### src/rtl/amp_sched_pkg.sv
// -----------------------------------------------------------------------------
// amp_sched_pkg
// Shared definitions for the amp_column_scheduler block:
//   - DATA_W_DEF / TIMEOUT_CYCLES_DEF : default element width and watchdog limit
//   - amp_w()                         : modulus width, one bit wider than an element
//   - amp_state_e                     : scheduler FSM states and their encoding
// -----------------------------------------------------------------------------
package amp_sched_pkg;

   localparam int DATA_W_DEF         = 16;
   localparam int TIMEOUT_CYCLES_DEF = 64;

   // sqrt(a1^2 + a2^2) of two DATA_W operands needs exactly one extra bit.
   function automatic int amp_w(input int data_w);
      return data_w + 1;
   endfunction

   typedef enum logic [2:0] {
      ST_IDLE     = 3'd0,
      ST_ISSUE_C1 = 3'd1,
      ST_WAIT_C1  = 3'd2,
      ST_ISSUE_C2 = 3'd3,
      ST_WAIT_C2  = 3'd4,
      ST_DONE     = 3'd5
   } amp_state_e;

endpackage

### src/rtl/amp_sched_watchdog.sv
// -----------------------------------------------------------------------------
// amp_sched_watchdog
// Cycle counter that flags when LIMIT enabled cycles have elapsed since the
// last load.
//   clk_i, rst_ni : clock, asynchronous active-low reset
//   load_i        : restart the count (takes priority over en_i)
//   en_i          : count this cycle
//   expire_o      : high during the LIMIT-th enabled cycle after a load
// -----------------------------------------------------------------------------
module amp_sched_watchdog #(
   parameter int unsigned LIMIT = 64
) (
   input  logic clk_i,
   input  logic rst_ni,
   input  logic load_i,
   input  logic en_i,
   output logic expire_o
);

   localparam int unsigned CNT_W = (LIMIT < 2) ? 1 : $clog2(LIMIT);
   localparam logic [CNT_W-1:0] LAST = CNT_W'(LIMIT - 1);

   logic [CNT_W-1:0] cnt_q, cnt_d;

   // Saturates at LAST so a stalled enable cannot wrap and re-arm.
   always_comb begin
      cnt_d = cnt_q;
      if (load_i) begin
         cnt_d = '0;
      end else if (en_i && (cnt_q != LAST)) begin
         cnt_d = cnt_q + 1'b1;
      end
   end

   always_ff @(posedge clk_i or negedge rst_ni) begin
      if (!rst_ni) begin
         cnt_q <= '0;
      end else begin
         cnt_q <= cnt_d;
      end
   end

   assign expire_o = en_i && (cnt_q == LAST);

endmodule

### src/rtl/amp_column_scheduler.sv
// -----------------------------------------------------------------------------
// amp_column_scheduler
// Shares one modulus unit between both columns of a 2x2 matrix: latches the
// four elements, requests |col1| then |col2| from the shared unit and presents
// both moduli with a single O_amps_valid pulse.
//
// Optional feature: define AMP_SCHED_TIMEOUT_EN to add a per-request watchdog
// (TIMEOUT_CYCLES). Without it O_timeout is tied 0 and WAIT states hold forever.
//
// Ports:
//   I_sys_clk, I_sys_rstn          clock, asynchronous active-low reset
//   I_a_matrix_ready               1-cycle pulse, I_a11..I_a22 valid
//   I_a11, I_a21, I_a12, I_a22     matrix elements (DATA_W)
//   O_amp_ena                      1-cycle request to the shared unit
//   O_amp_a1, O_amp_a2             operands, held from request until result
//   I_amp, I_amp_valid             shared-unit result (DATA_W+1) and its pulse
//   O_column_1_amp, O_column_2_amp captured moduli (DATA_W+1)
//   O_amps_valid                   1-cycle pulse, both moduli valid
//   O_busy                         high from the cycle after acceptance to DONE
//   O_overrun                      1-cycle pulse, a matrix-ready was dropped
//   O_timeout                      1-cycle pulse, watchdog expired
//   O_dbg_state                    current FSM state
//
// Handshake: every strobe here is a single-cycle pulse with no back-pressure.
// A matrix-ready is accepted only in IDLE, otherwise it is dropped and flagged
// by O_overrun one cycle later. The shared unit must answer at least one cycle
// after O_amp_ena; I_amp_valid is honoured only in WAIT_C1/WAIT_C2.
// -----------------------------------------------------------------------------
module amp_column_scheduler
   import amp_sched_pkg::*;
#(
   parameter int DATA_W         = DATA_W_DEF,
   parameter int TIMEOUT_CYCLES = TIMEOUT_CYCLES_DEF
) (
   input  logic              I_sys_clk,
   input  logic              I_sys_rstn,
   input  logic              I_a_matrix_ready,
   input  logic [DATA_W-1:0] I_a11,
   input  logic [DATA_W-1:0] I_a21,
   input  logic [DATA_W-1:0] I_a12,
   input  logic [DATA_W-1:0] I_a22,
   output logic              O_amp_ena,
   output logic [DATA_W-1:0] O_amp_a1,
   output logic [DATA_W-1:0] O_amp_a2,
   input  logic [DATA_W:0]   I_amp,
   input  logic              I_amp_valid,
   output logic [DATA_W:0]   O_column_1_amp,
   output logic [DATA_W:0]   O_column_2_amp,
   output logic              O_amps_valid,
   output logic              O_busy,
   output logic              O_overrun,
   output logic              O_timeout,
   output amp_state_e        O_dbg_state
);

   localparam int AMP_W = amp_w(DATA_W);

   amp_state_e        state_q, state_d;
   logic [DATA_W-1:0] a11_q, a21_q, a12_q, a22_q;
   logic [AMP_W-1:0]  col1_q, col2_q;
   logic              overrun_q;
   logic              timeout_hit;
   logic              accept;
   logic              cap1, cap2;

`ifdef AMP_SCHED_TIMEOUT_EN
   logic wd_load, wd_en;

   // Reload while issuing so the count starts at zero on WAIT entry.
   assign wd_load = (state_q == ST_ISSUE_C1) || (state_q == ST_ISSUE_C2);
   assign wd_en   = (state_q == ST_WAIT_C1)  || (state_q == ST_WAIT_C2);

   amp_sched_watchdog #(
      .LIMIT (TIMEOUT_CYCLES)
   ) u_watchdog (
      .clk_i    (I_sys_clk),
      .rst_ni   (I_sys_rstn),
      .load_i   (wd_load),
      .en_i     (wd_en),
      .expire_o (timeout_hit)
   );

   // Expiry wins over a result arriving in the same cycle; that result is dropped.
   assign O_timeout = timeout_hit;
`else
   logic unused_timeout_cfg;

   assign unused_timeout_cfg = ^TIMEOUT_CYCLES;
   assign timeout_hit        = 1'b0;
   assign O_timeout          = 1'b0;
`endif

   assign accept = (state_q == ST_IDLE) && I_a_matrix_ready;
   assign cap1   = (state_q == ST_WAIT_C1) && I_amp_valid && !timeout_hit;
   assign cap2   = (state_q == ST_WAIT_C2) && I_amp_valid && !timeout_hit;

   // State register
   always_ff @(posedge I_sys_clk or negedge I_sys_rstn) begin
      if (!I_sys_rstn) begin
         state_q <= ST_IDLE;
      end else begin
         state_q <= state_d;
      end
   end

   // Next-state logic
   always_comb begin
      state_d = state_q;
      case (state_q)
         ST_IDLE:     if (I_a_matrix_ready) state_d = ST_ISSUE_C1;
         ST_ISSUE_C1: state_d = ST_WAIT_C1;
         ST_WAIT_C1: begin
            if (timeout_hit)      state_d = ST_IDLE;
            else if (I_amp_valid) state_d = ST_ISSUE_C2;
         end
         ST_ISSUE_C2: state_d = ST_WAIT_C2;
         ST_WAIT_C2: begin
            if (timeout_hit)      state_d = ST_IDLE;
            else if (I_amp_valid) state_d = ST_DONE;
         end
         ST_DONE:     state_d = ST_IDLE;
         default:     state_d = ST_IDLE;
      endcase
   end

   // Output decode: Moore outputs from the state register only.
   always_comb begin
      O_amp_ena    = 1'b0;
      O_amp_a1     = '0;
      O_amp_a2     = '0;
      O_amps_valid = 1'b0;
      O_busy       = (state_q != ST_IDLE);
      case (state_q)
         ST_ISSUE_C1: begin
            O_amp_ena = 1'b1;
            O_amp_a1  = a11_q;
            O_amp_a2  = a21_q;
         end
         ST_WAIT_C1: begin
            O_amp_a1 = a11_q;
            O_amp_a2 = a21_q;
         end
         ST_ISSUE_C2: begin
            O_amp_ena = 1'b1;
            O_amp_a1  = a12_q;
            O_amp_a2  = a22_q;
         end
         ST_WAIT_C2: begin
            O_amp_a1 = a12_q;
            O_amp_a2 = a22_q;
         end
         ST_DONE:     O_amps_valid = 1'b1;
         default: ;
      endcase
   end

   // Operand latches, result capture and overrun flag.
   always_ff @(posedge I_sys_clk or negedge I_sys_rstn) begin
      if (!I_sys_rstn) begin
         a11_q     <= '0;
         a21_q     <= '0;
         a12_q     <= '0;
         a22_q     <= '0;
         col1_q    <= '0;
         col2_q    <= '0;
         overrun_q <= 1'b0;
      end else begin
         overrun_q <= I_a_matrix_ready && (state_q != ST_IDLE);
         if (accept) begin
            a11_q <= I_a11;
            a21_q <= I_a21;
            a12_q <= I_a12;
            a22_q <= I_a22;
         end
         if (cap1) col1_q <= I_amp;
         if (cap2) col2_q <= I_amp;
      end
   end

   assign O_column_1_amp = col1_q;
   assign O_column_2_amp = col2_q;
   assign O_overrun      = overrun_q;
   assign O_dbg_state    = state_q;

endmodule

### config.mk
export PLATFORM = sky130hd
export DESIGN_NAME = amp_column_scheduler
export DESIGN_NICKNAME = d
export VERILOG_FILES = /design/src/rtl/amp_sched_pkg.sv /design/src/rtl/amp_sched_watchdog.sv /design/src/rtl/amp_column_scheduler.sv
export SDC_FILE = /design/constraint.sdc
export NUM_CORES = 1
export LEC_CHECK = 0
export ABC_AREA = 1
export CAP_MARGIN = 20
export CORE_MARGIN = 2
export CORE_UTILIZATION = 40
export DETAILED_ROUTE_END_ITERATION = 12
export GPL_ROUTABILITY_DRIVEN = 0
export GPL_TIMING_DRIVEN = 0
export PLACE_DENSITY = 0.86
export SKIP_CTS_REPAIR_TIMING = 1
export SYNTH_ARGS = -nofsm -noshare
export SYNTH_HDL_FRONTEND = slang
export SYNTH_HIERARCHICAL = 1
export SYNTH_SLANG_ARGS = --single-unit
### constraint.sdc
create_clock -name I_sys_clk -period 1.5 [get_ports I_sys_clk]
set_input_delay 0.3 -clock I_sys_clk [delete_from_list [all_inputs] [get_ports I_sys_clk]]
set_output_delay 0.3 -clock I_sys_clk [all_outputs]
set_load 0.05 [all_outputs]
After elaboration in Yosys (flattened, before gate mapping)
Cells that the tools add are included.
Operators by class
  equal/unequal tests: 8
  multiplexer cells: 8
  reduce and logical (&&, ||, !) cells: 10
Operator list (count)
  one-hot mux 16 bit (2 select lines): 2
  one-hot mux 3 bit (5 select lines): 1
  2-to-1 mux 3 bit: 3
  == test 3 x 2 -> 1 bit, second input constant: 2
  == test 3 bit, second input constant: 2
  != test 2 bit, second input constant: 3
  OR reduction 2 bit: 3
  logical AND 1 bit: 4
  == test 3 x 1 -> 1 bit, second input constant: 1
  zero test 3 bit: 1
  AND reduction 3 bit: 1
  nonzero test 3 bit: 1
  2-to-1 mux 1 bit: 2
Storage, ports and cells
  bits in registers: 102
  output and inout port bits: 74

Depth between registers and ports, before layout
Gate-level depths: netlist (run 1).
  depth after elaboration: 3
  mapped depth: 7
  mapped depth without buffers: 6

Worst setup path before layout (run 1)
No wires, ideal clock.
  path type: register to output
  start point: reg state_q[0] (netlist: O_dbg_state[0])
  end point: out O_amps_valid
  arrival time: 2.010 ns
  data required time: 1.200 ns
  setup slack: -0.810 ns
  cell stages (with the launch flop): 3
  path buffers: 0
  cells stage by stage: dfrtp_1 > inv_1 > nor3_1
On the way
  cells in the longest elaborated chain, start to end: 2
Ends and longest elaborated chain
  from (decl): line amp_column_scheduler.sv:58  | amp_state_e state_q, state_d;
  from (signal assigned): line amp_column_scheduler.sv:102  | state_q <= state_d;
  == test 3 bit: line amp_column_scheduler.sv:133  | case (state_q)
  2-to-1 mux 1 bit: line amp_column_scheduler.sv:133
  to (decl): line amp_column_scheduler.sv:49  | output logic O_amps_valid,
No other way between the ends.

Worst setup path after layout (run 1)
  start point: reg state_q[2] (netlist: O_dbg_state[2])
  end point: out O_amp_a1[8]
On the way
  cells in the longest elaborated chain, start to end: 3
Ends and longest elaborated chain
  == test 3 bit (tied with other cells): line amp_column_scheduler.sv:133
  OR reduction 2 bit (no source line)
  one-hot mux 16 bit (2 select lines) (*): line amp_column_scheduler.sv:133
  to (decl): line amp_column_scheduler.sv:43  | output logic [DATA_W-1:0] O_amp_a1,
Every way passes the cells marked *; elsewhere a longest branch is shown, timed or not.

==> results of run 1 <==
-- power groups by stage --
stage	Combinational [mW]	Sequential, mW	Clock, mW
finish	12.5	4.96	2.12
global placement	9.69	4.74	0
CTS	9.94	4.77	2.11
detailed placement	9.90	4.81	0
floorplan	5.17	6.27	0
global route	13.2	5.11	2.25
-- cell type report --
type	count	area, um2
inverters	86	328
multi-input cells	316	1860
plain buffers	27	290
well taps	140	175
flip-flops and latches	102	2560
fillers	765	3210
repair buffers	190	2070
clock inverters	5	106
clock buffers	11	141
-- sequential cells by signal (all words and copies together), names as in the netlist --
signal          count
O_column_1_amp     17
O_column_2_amp     17
O_dbg_state         3
O_overrun           1
a11_q              16
a12_q              16
a21_q              16
a22_q              16
-- worst min-delay path by stage --
stage,start,end,cells past startpoint
after CTS,I_sys_rstn,O_column_1_amp[7],1
after floorplan,I_sys_rstn,O_column_1_amp[0],0
after detailed placement,I_sys_rstn,O_column_1_amp[7],1
after global routing,I_a12[2],a12_q[2],3
final,I_sys_rstn,O_column_1_amp[7],2
after global placement,a21_q[6],a21_q[6],2
-- logic make-up (layout without fill, tap and decap cells) --
logic type | count (synthesis) | count (layout) | synth area share (%)
simple gates | 213 | 214 | 18.9
other cells | 1 | 1 | 0.0861
buf+inv | 113 | 319 | 10.7
flops | 102 | 102 | 58.6
compound gates | 101 | 101 | 11.7
-- critical path: cells and delay by family, from the launching register on --
family          cells  cell delay (ns)
buf+inv             4             0.64
flops               1             0.50
compound gates      1             0.17
simple gates        2             0.13
-- metrics by stage --
step,area (um2),power [mW],TNS (ns),utilization [%]
floorplan,4640,11.4,-4.97,-
global placement,6380,14.4,-377.89,59.4
detailed placement,6410,14.7,-34.57,59.7
CTS,6660,16.8,-57.92,62.0
global route,7530,20.5,-29.75,70.1
finish,7530,19.6,-22.73,70.1
-- layer usage --
layer  up-vias  track usage [%]  part of all wire [%]
met2       158             36.8                    52
met5         -                0                     0
met1      2102             27.6                    40
met3        41             3.50                   4.5
met4         0             9.43                   3.8
li1       2019                -                     -
-- cell usage in the layout (no fill, tap or decap) --
master                            Yosys  final
sky130_fd_sc_hd__nand2_1            202    125
sky130_fd_sc_hd__dfrtp_1            102     99
sky130_fd_sc_hd__inv_1               85     83
sky130_fd_sc_hd__clkdlybuf4s50_1      0     83
sky130_fd_sc_hd__o21ai_1             17     49
sky130_fd_sc_hd__nand2_4              0     46
sky130_fd_sc_hd__o21ai_0             82     40
sky130_fd_sc_hd__buf_8                0     39
sky130_fd_sc_hd__nand2_2              1     32
sky130_fd_sc_hd__buf_4                5     26
sky130_fd_sc_hd__buf_6                0     24
sky130_fd_sc_hd__clkbuf_2             0     19
sky130_fd_sc_hd__dlymetal6s2s_1       0     17
sky130_fd_sc_hd__o21ai_2              1     10
sky130_fd_sc_hd__clkbuf_8             0     10
sky130_fd_sc_hd__clkbuf_16            0      5
sky130_fd_sc_hd__dfrtp_2              0      3
sky130_fd_sc_hd__nand3_2              1      3
sky130_fd_sc_hd__bufinv_16            0      3
sky130_fd_sc_hd__inv_4                0      2
sky130_fd_sc_hd__nor2_4               1      2
sky130_fd_sc_hd__nand3_1              5      2
sky130_fd_sc_hd__inv_2                1      1
sky130_fd_sc_hd__o21ai_4              0      1
sky130_fd_sc_hd__nand2_8              0      1
sky130_fd_sc_hd__nor3_2               0      1
sky130_fd_sc_hd__a21oi_1              1      1
sky130_fd_sc_hd__buf_2               19      1
sky130_fd_sc_hd__nand3_4              0      1
sky130_fd_sc_hd__nor2_1               1      1
sky130_fd_sc_hd__conb_1               1      1
sky130_fd_sc_hd__clkinv_4             0      1
sky130_fd_sc_hd__clkbuf_1             3      1
sky130_fd_sc_hd__clkinvlp_4           0      1
sky130_fd_sc_hd__dlygate4sd3_1        0      1
sky130_fd_sc_hd__buf_16               0      1
sky130_fd_sc_hd__clkbuf_4             0      1
==> out/summary.log, run 1 <==
qor: outcome.run_status finished with violations
qor: outcome.failed_checks negative setup slack
qor: global_route.track_usage 21.7%
qor: worst_setup_path.timing.reg2reg.setup_slack -0.19 ns
qor: clocking.clock_sinks 102
qor: route.finalWirelength 14.0 mm
qor: logic_synthesis.most_numerous_cell_types_in_the_synthesized_netlist sky130_fd_sc_hd__nand2_1, sky130_fd_sc_hd__dfrtp_1, sky130_fd_sc_hd__inv_1
qor: logic_synthesis.total_number_of_yosys_warnings 6
qor: worst_setup_path.cp_slowest_cell sky130_fd_sc_hd__dfrtp_2
qor: logic_synthesis.synth_seq_area_share 58.6%
qor: cells_and_area.final-instance-count-excl-fill 877
qor: clocking.path_clk_slew 0.10 ns
qor: floorplan.core_area 10700 um2
qor: worst_setup_path.worst-setup-path-type register to primary output
qor: global_route.globalRoute.totalOverflow 0
qor: logic_synthesis.ys_seq_elements 102
qor: clocking.cts-htree-levels 3
qor: power.p_per_area 2600 nW/um2
qor: logic_synthesis.async_set_or_reset_flop_fraction_in_the_synthesized_netlist 100%
qor: floorplan.boundaryPins 159
qor: timing.hold_violations 0
qor: clocking.cts-root-to-sink-buffers 2
qor: timing.max-slew-margin-rel 63.9%
qor: global_route.maximum_number_of_pins_on_one_net_before_global_route_repair 66
qor: logic_synthesis.syn-mean-instance-area 8.22 um2
qor: floorplan.floorplan.initialDensity 40.6%
qor: floorplan.core.rowCount 38
qor: logic_synthesis.synth_top_cell_by_area sky130_fd_sc_hd__dfrtp_1
qor: timing.final.setup_skew 0.0102 ns
qor: placement.count_of_buffers_inserted_at_the_top_level_ports 157
qor: floorplan.fp.dieArea 11700 um2
qor: worst_setup_path.worstPathCellList buf_4 > o21ai_4 > buf_6 > clkbuf_16 > nand2_2 > nand2_4 > buf_8
qor: cells_and_area.final_layout_size_suffix_gt1_share 31.8%
qor: power.vdd.ir_drop.worst 1.60 mV
qor: worst_setup_path.r2r_end O_column_2_amp[4]
qor: worst_setup_path.critical_path.endpoint O_amp_a1[8]
qor: timing.min_period 2.13 ns
qor: timing.max_freq 0.469 GHz
qor: timing.grt_setup_unrepaired true
qor: timing.drv_slew 0
qor: logic_synthesis.postSynthNetCount 615
qor: cells_and_area.nets 817
qor: min_path.min-delay-path-class input pin to async pin
qor: logic_synthesis.synth_top_cells_by_area sky130_fd_sc_hd__dfrtp_1, sky130_fd_sc_hd__nand2_1, sky130_fd_sc_hd__o21ai_0
qor: placement.place.detailed.hpwl 9.03 mm
qor: timing.setup_viol_count_final 62
qor: run.timing.max_cap.violations 0
qor: power.power_switching 9.49 mW
qor: power.seq_power_share 25.3%
qor: route.ant_nets 0
qor: route.drt_drc_violations_left 0
qor: floorplan.die_height 108 um
qor: timing.fin_hold_ws 0.453 ns
qor: floorplan.fp.dieW 108 um
qor: global_route.initial_antenna_violation_count 0
qor: logic_synthesis.postSynthCellCount 530
qor: worst_setup_path.cp_capture_type primary output
qor: timing.final.period_utilization 142%
qor: cells_and_area.area_growth 72.8%
qor: power.power.combinational.fraction 63.9%
qor: logic_synthesis.yosys.cell_count.top_type sky130_fd_sc_hd__nand2_1
qor: timing.worstMarginPinSlew 0.540 ns
qor: worst_setup_path.r2r-start O_dbg_state[1]
qor: clocking.cts_tree built
qor: route.detail_route.first_pass.iterations 5
qor: logic_synthesis.ys_types 19
qor: clocking.cts_root_buf sky130_fd_sc_hd__clkbuf_8
qor: route.vias_per_cell 4.93
qor: worst_setup_path.arrival 1.83 ns
qor: placement.numPlacedInstances 828
qor: placement.detailedPlace.worstSlack -0.886 ns
qor: route.drtIter0Drc 240
qor: worst_setup_path.timing.critical_path.slowest_cell_delay 0.50 ns
qor: timing.setup_slack -0.634 ns
qor: logic_synthesis.yosysTopAreaCellShare 58.6%
qor: route.routed_wire_per_std_cell 16.0 um
qor: worst_setup_path.critical_path.max_fanout 6
qor: power.switching_share 48.4%
qor: logic_synthesis.dominantRegCellSynth sky130_fd_sc_hd__dfrtp_1
qor: power.p_int 10.1 mW
qor: power.power_leakage 4.03 nW
qor: worst_setup_path.cp-startpoint O_dbg_state[2]
qor: global_route.grt_first_pass_wirelength 19.7 mm
qor: cells_and_area.antenna_cells 0
qor: worst_setup_path.critPathLaunchType register
qor: logic_synthesis.syn-cell-area 4360 um2
qor: clocking.worst_skew_pair.late_latency 0.38 ns
qor: clocking.inserted_clock_buffers 9
qor: worst_setup_path.timing.critical_path.required 1.20 ns
qor: power.share_clk_of_total_power 10.8%
qor: route.routed_vias 4320
qor: logic_synthesis.synth_enable_flop_cells 0
qor: worst_setup_path.count_of_cells_along_the_worst_register_to_register_path 9
qor: global_route.first_global_vias 4093
Note: power is estimated with default switching activity, not from simulation.
==> run 2: changes to the inputs <==
- REMOVE_ABC_BUFFERS: default -> 1
==> run 2 against run 1 <==
Compared with the run above:
- the run still ends with negative setup slack left
- maximum frequency is 2.2% higher
- non-clock buffer count is 42 lower
- global-route usage fell by 3.2 points
- clock-buffer cell count up 1
- cell area is 10% lower
- sequential power fell by 2%
- hold slack better by 0.016 ns
- clock skew decreased by 0.0046 ns
- sequential cell count unchanged
- cell count fell by 4.8%
- largest power group unchanged
- highest routed layer unchanged
==> out/summary.log, run 2 (synthesis gave the netlist of run 1 again) <==
qor: placement.detailedPlace.worstSlack -1.28 ns
qor: clocking.worst_skew_pair.late_latency 0.36 ns
qor: route.ant_nets 0
qor: min_path.min_delay_path_depth 3
qor: route.routed_vias 3902
qor: worst_setup_path.cp_slowest_cell sky130_fd_sc_hd__dfrtp_2
qor: timing.max-slew-margin-rel 59.7%
qor: global_route.grt_first_pass_wirelength 17.0 mm
qor: worst_setup_path.r2r_end a11_q[12]
qor: cells_and_area.finish.utilization 63.1%
qor: cells_and_area.area_growth 55.5%
qor: worst_setup_path.timing.reg2reg.setup_slack -0.37 ns
qor: cells_and_area.combined_area_of_the_multi_input_logic_cells 1560 um2
qor: floorplan.floorplan.initialDensity 40.6%
qor: floorplan.fp.dieW 108 um
qor: worst_setup_path.worstPathCellList inv_4 > nand2_4 > o21ai_4 > buf_6 > clkbuf_16 > nand2_2 > nand2_2 > buf_8
qor: timing.worstMarginPinSlew 0.605 ns
qor: min_path.min-delay-path-class input pin to register
qor: cells_and_area.final-instance-count-excl-fill 835
qor: worst_setup_path.arrival 1.79 ns
qor: power.power.total 17.2 mW
qor: worst_setup_path.timing.critical_path.slowest_cell_delay 0.50 ns
qor: cells_and_area.mostFrequentLayoutCells sky130_fd_sc_hd__nand2_1, sky130_fd_sc_hd__dfrtp_1, sky130_fd_sc_hd__inv_1, sky130_fd_sc_hd__clkdlybuf4s50_1, sky130_fd_sc_hd__o21ai_0
qor: route.detail_route.first_pass.iterations 6
qor: worst_setup_path.critical_path.max_fanout 8
qor: cells_and_area.most_frequent_standard_cell_in_the_layout_excluding_fill_and_tap_cells sky130_fd_sc_hd__nand2_1
qor: placement.count_of_buffers_inserted_at_the_top_level_ports 157
qor: timing.min_period 2.09 ns
qor: clocking.inserted_clock_buffers 9
qor: route.drt_drc_violations_left 0
qor: timing.setup_viol_count_final 129
qor: outcome.run_status finished with violations
qor: cells_and_area.postLayoutCellArea 6780 um2
qor: cells_and_area.fillerInstances 881
qor: cells_and_area.antenna_cells 0
qor: floorplan.boundaryPins 159
qor: timing.grt_setup_unrepaired true
qor: cells_and_area.nets 775
qor: global_route.track_usage 18.5%
qor: clocking.cts_root_buf sky130_fd_sc_hd__clkbuf_8
qor: timing.max_freq 0.479 GHz
qor: timing.final.setup_skew 0.00562 ns
qor: route.routed_wire_per_std_cell 14.0 um
qor: worst_setup_path.cp_capture_type primary output
qor: worst_setup_path.critical_path_most_common_cell sky130_fd_sc_hd__nand2_2
qor: placement.numPlacedInstances 803
qor: cells_and_area.final_layout_size_suffix_gt1_share 20.1%
qor: floorplan.core.rowCount 38
qor: timing.final.period_utilization 139%
qor: floorplan.die_height 108 um
qor: global_route.initial_antenna_violation_count 0
qor: timing.drv_slew 0
qor: min_path.min-delay-start I_a12[3]
qor: worst_setup_path.cp_num_buf_inv 4
qor: worst_setup_path.r2r-start O_dbg_state[1]
qor: route.vias_per_cell 4.67
qor: run.timing.max_cap.violations 0
qor: placement.postPlaceCellArea 6060 um2
qor: route.drtIter0Drc 196
qor: power.power_leakage 3.79 nW
qor: power.p_per_area 2540 nW/um2
qor: floorplan.core_area 10700 um2
qor: global_route.globalRoute.totalOverflow 0
qor: global_route.maximum_number_of_pins_on_one_net_before_global_route_repair 86
qor: clocking.path_clk_slew 0.09 ns
qor: floorplan.fp.dieArea 11700 um2
qor: worst_setup_path.critPathLaunchType register
qor: clocking.cts-htree-levels 3
qor: clocking.cts-root-to-sink-buffers 2
qor: outcome.failed_checks negative setup slack
qor: route.finalWirelength 11.6 mm
qor: timing.hold_violations 0
qor: power.vdd.ir_drop.worst 1.57 mV
qor: worst_setup_path.worst-setup-path-type register to primary output
qor: worst_setup_path.timing.critical_path.required 1.20 ns
qor: placement.place.detailed.hpwl 7.62 mm
qor: clocking.clock_sinks 102
qor: timing.setup_slack -0.589 ns
qor: clocking.cts_tree built
qor: worst_setup_path.kind_of_cell_with_the_highest_combined_delay_on_the_critical_path buffers and inverters
qor: global_route.first_global_vias 3752
qor: worst_setup_path.count_of_cells_along_the_worst_register_to_register_path 5
qor: cells_and_area.sequential_cell_area 2560 um2
qor: min_path.hold_end a12_q[3]
## run 2: cell count changes in the layout (fill, tap and decap cells not counted), sizes merged
cell,delta
bufinv,-2
buf,-40
clkinv,+2
clkinvlp,-1
clkbuf,-11
dlymetal6s2s,+10
## run 2: cell type report
class / count / area share [%]
clock inverter: 4 / 0.665
sequential: 102 / 37.7
clock buffer: 12 / 2.29
timing repair buffer: 175 / 28.9
tap: 140 / 2.58
inverter: 86 / 4.84
multi-input combinational: 316 / 23.0
## run 2: worst min-delay path, delay by kind of cell
family                 cells  cell delay [ns]
buffers and inverters      2             0.45
AOI/OAI and AO/OA          1             0.06
## run 2: per-layer routing
layer	vias to the layer above	track usage, %	part of all wire (%)
li1	1920	-	-
met1	1809	23.1	42
met2	155	31.3	48
met3	18	3.62	7.9
met4	0	7.88	1.9
met5	-	0	0
## run 2: through the flow
stage | hold slack, ns | setup TNS [ns]
2_1_floorplan | 0.00441 | -166.54
3_3_place_gp | 0.466 | -610.56
3_5_place_dp | 0.353 | -77.52
4_1_cts | -0.0565 | -91.74
5_1_grt | 0.476 | -51.32
6_report | 0.469 | -34.72
## run 2: worst max path at each step
| stage | start | to | slack, ns | depth (start not counted) |
|---|---|---|---|---|
| 3_5_place_dp | O_dbg_state[1] | O_amp_a2[0] | -1.28 | 7 |
| 5_1_grt | O_dbg_state[1] | O_amp_a2[1] | -0.66 | 7 |
| 3_3_place_gp | I_sys_rstn | a12_q[4] | -3.46 | 1 |
| 2_1_floorplan | O_dbg_state[0] | a11_q[0] | -2.04 | 3 |
| 6_report | O_dbg_state[0] | O_amp_a1[1] | -0.59 | 8 |
| 4_1_cts | O_dbg_state[1] | O_amp_a2[0] | -1.70 | 7 |
## run 2: where the power goes
group | total (mW) | switching (mW) | internal (mW)
clock | 1.76 | 0.908 | 0.856
sequential | 4.85 | 0.817 | 4.03
combinational | 10.6 | 6.78 | 3.83
total | 17.2 | 8.50 | 8.72
==> run 3: changes to the inputs <==
- CORE_UTILIZATION: 40 -> 30
- PLACE_DENSITY: 0.86 -> 0.7
==> run 3 against run 2 <==
Compared with the run above:
- the flow still finishes with violations (negative setup slack)
- critical path type unchanged
- maximum frequency up 1.5%
- worst setup slack better by 0.030 ns
- clock skew up 0.0013 ns
- clock-buffer cell count down 1
- combinational power up 7%
- cell count up 6.3%
- clock power up 32%
- wire length up 7.8%
- register-to-register slack worse by 0.05 ns
==> out/summary.log, run 3 (synthesis gave the netlist of run 1 again) <==
qor: outcome.run_status finished with violations
qor: outcome.failed_checks negative setup slack
qor: global_route.first_global_vias 3457
qor: cells_and_area.area_growth 64.5%
qor: floorplan.die_height 125 um
qor: min_path.min-delay-start O_column_2_amp[11]
qor: floorplan.boundaryPins 159
qor: timing.final.period_utilization 137%
qor: min_path.min-delay-path-class register to register
qor: placement.place.detailed.hpwl 7.15 mm
qor: route.vias_per_cell 4.29
qor: power.power_switching 8.74 mW
qor: clocking.cts-root-to-sink-buffers 2
qor: clocking.inserted_clock_buffers 9
qor: worst_setup_path.critPathLaunchType register
qor: floorplan.fp.dieArea 15500 um2
qor: timing.max-slew-margin-rel 59.2%
qor: power.p_per_area 2570 nW/um2
qor: global_route.globalRoute.totalOverflow 0
qor: timing.tns -41.16 ns
qor: floorplan.fp.dieW 125 um
qor: timing.hold_violations 0
qor: timing.grt_setup_unrepaired true
qor: cells_and_area.antenna_cells 0
qor: power.vdd.ir_drop.worst 1.32 mV
qor: route.detail_route.first_pass.iterations 5
qor: worst_setup_path.worst-setup-path-type register to primary output
qor: worst_setup_path.timing.critical_path.required 1.20 ns
qor: run.timing.max_cap.violations 0
qor: placement.detailedPlace.worstSlack -1.30 ns
qor: route.ant_nets 0
qor: cells_and_area.mostFrequentLayoutCells sky130_fd_sc_hd__nand2_1, sky130_fd_sc_hd__dfrtp_1, sky130_fd_sc_hd__inv_1, sky130_fd_sc_hd__clkdlybuf4s50_1, sky130_fd_sc_hd__o21ai_0
qor: cells_and_area.postLayoutCellArea 7170 um2
qor: placement.postPlaceCellArea 6120 um2
qor: route.routed_wire_per_std_cell 14.1 um
qor: worst_setup_path.critical_path.max_fanout 5
qor: placement.count_of_buffers_inserted_at_the_top_level_ports 157
qor: floorplan.core_area 14400 um2
qor: min_path.min_delay_path_depth 2
qor: route.routed_vias 3809
qor: worst_setup_path.cp_slowest_cell sky130_fd_sc_hd__dfrtp_2
qor: global_route.initial_antenna_violation_count 0
qor: power.share_clk_of_total_power 12.6%
qor: power.power.combinational.fraction 61.4%
qor: power.power.total 18.4 mW
qor: clocking.path_clk_slew 0.07 ns
qor: power.power_leakage 4.01 nW
qor: power.switching_share 47.4%
qor: worst_setup_path.cp_capture_type primary output
qor: floorplan.core.rowCount 44
qor: timing.worstMarginPinSlew 0.612 ns
qor: clocking.cts_root_buf sky130_fd_sc_hd__clkbuf_16
qor: worst_setup_path.count_of_cells_along_the_worst_register_to_register_path 8
qor: timing.setup_viol_count_final 118
qor: global_route.grt_first_pass_wirelength 17.3 mm
qor: global_route.track_usage 13.9%
qor: worst_setup_path.timing.critical_path.slowest_cell_delay 0.46 ns
qor: worst_setup_path.r2r_end a21_q[6]
qor: timing.max_freq 0.486 GHz
qor: clocking.clock_sinks 102
qor: route.drt_drc_violations_left 0
qor: clocking.worst_skew_pair.late_latency 0.34 ns
qor: worst_setup_path.critical_path_most_common_cell sky130_fd_sc_hd__nand2_2
qor: worst_setup_path.r2r-start O_dbg_state[0]
qor: cells_and_area.most_frequent_standard_cell_in_the_layout_excluding_fill_and_tap_cells sky130_fd_sc_hd__nand2_1
qor: worst_setup_path.arrival 1.76 ns
qor: floorplan.floorplan.initialDensity 30.3%
qor: timing.setup_slack -0.559 ns
qor: cells_and_area.final_layout_size_suffix_gt1_share 21.2%
qor: cells_and_area.nets 785
qor: power.seq_power_share 26.0%
qor: clocking.cts_tree built
qor: route.drtIter0Drc 161
qor: worst_setup_path.worstPathCellList inv_4 > nand2_4 > o21ai_4 > buf_12 > clkbuf_16 > nand2_2 > nand2_2 > buf_6
qor: clocking.cts-htree-levels 3
qor: power.p_int 9.68 mW
qor: route.finalWirelength 12.6 mm
qor: worst_setup_path.timing.reg2reg.setup_slack -0.42 ns
qor: global_route.maximum_number_of_pins_on_one_net_before_global_route_repair 91
qor: timing.drv_slew 0
qor: timing.final.setup_skew 0.00689 ns
qor: timing.min_period 2.06 ns
qor: min_path.hold_end O_column_2_amp[11]
-- run 3: worst max-delay path by stage --
stage / start / end / slack, ns / cells past startpoint
after detailed placement: O_dbg_state[1] / O_amp_a2[6] / -1.30 / 7
after floorplan: O_dbg_state[0] / a11_q[0] / -2.04 / 3
after CTS: O_dbg_state[1] / O_amp_a2[6] / -1.71 / 7
after global routing: O_dbg_state[0] / O_amp_a1[12] / -0.63 / 8
final: O_dbg_state[0] / O_amp_a1[2] / -0.56 / 8
after global placement: I_sys_rstn / a11_q[0] / -3.87 / 1
-- run 3: power by group through the flow --
stage | Combinational, mW | Sequential, mW | Clock (mW)
after global placement | 8.90 | 4.80 | 0
after floorplan | 4.21 | 6.25 | 0
after CTS | 9.10 | 4.72 | 2.44
after detailed placement | 9.07 | 4.75 | 0
final | 11.3 | 4.78 | 2.32
after global routing | 12.0 | 4.97 | 2.53
-- run 3: layout make-up --
cell class / instances / area (um2)
clock inverter: 4 / 47.5
timing repair buffer: 184 / 2190
fill: 1326 / 7200
sequential: 102 / 2560
multi-input combinational: 317 / 1570
inverter: 86 / 330
clock buffer: 11 / 243
tap: 184 / 230
-- run 3: worst max-delay path: cells and delay by family, from the launching register on --
kind            cells  cell delay [ns]
buf+inv             4             0.58
flops               1             0.46
compound gates      1             0.18
simple gates        3             0.18
-- run 3: routing by layer --
| metal | part of all wire (%) | up-vias | GRT usage, % | wire (um) |
|---|---|---|---|---|
| li1 | - | 1945 | - | - |
| met1 | 43 | 1726 | 17.4 | 5460 |
| met2 | 48 | 131 | 22.1 | 6090 |
| met3 | 7.4 | 7 | 6.44 | 924 |
| met4 | 0.67 | 0 | 2.97 | 84 |
| met5 | 0 | - | 0 | 0 |
-- run 3: through the flow --
step / instances / utilization [%] / hold WS (ns)
CTS: 862 / 44.6 / -0.0498
detailed placement: 847 / 42.6 / 0.332
global route: 888 / 49.9 / 0.484
finish: 888 / 49.9 / 0.479
floorplan: 503 / - / 0.00441
global placement: 844 / 41.9 / 0.465
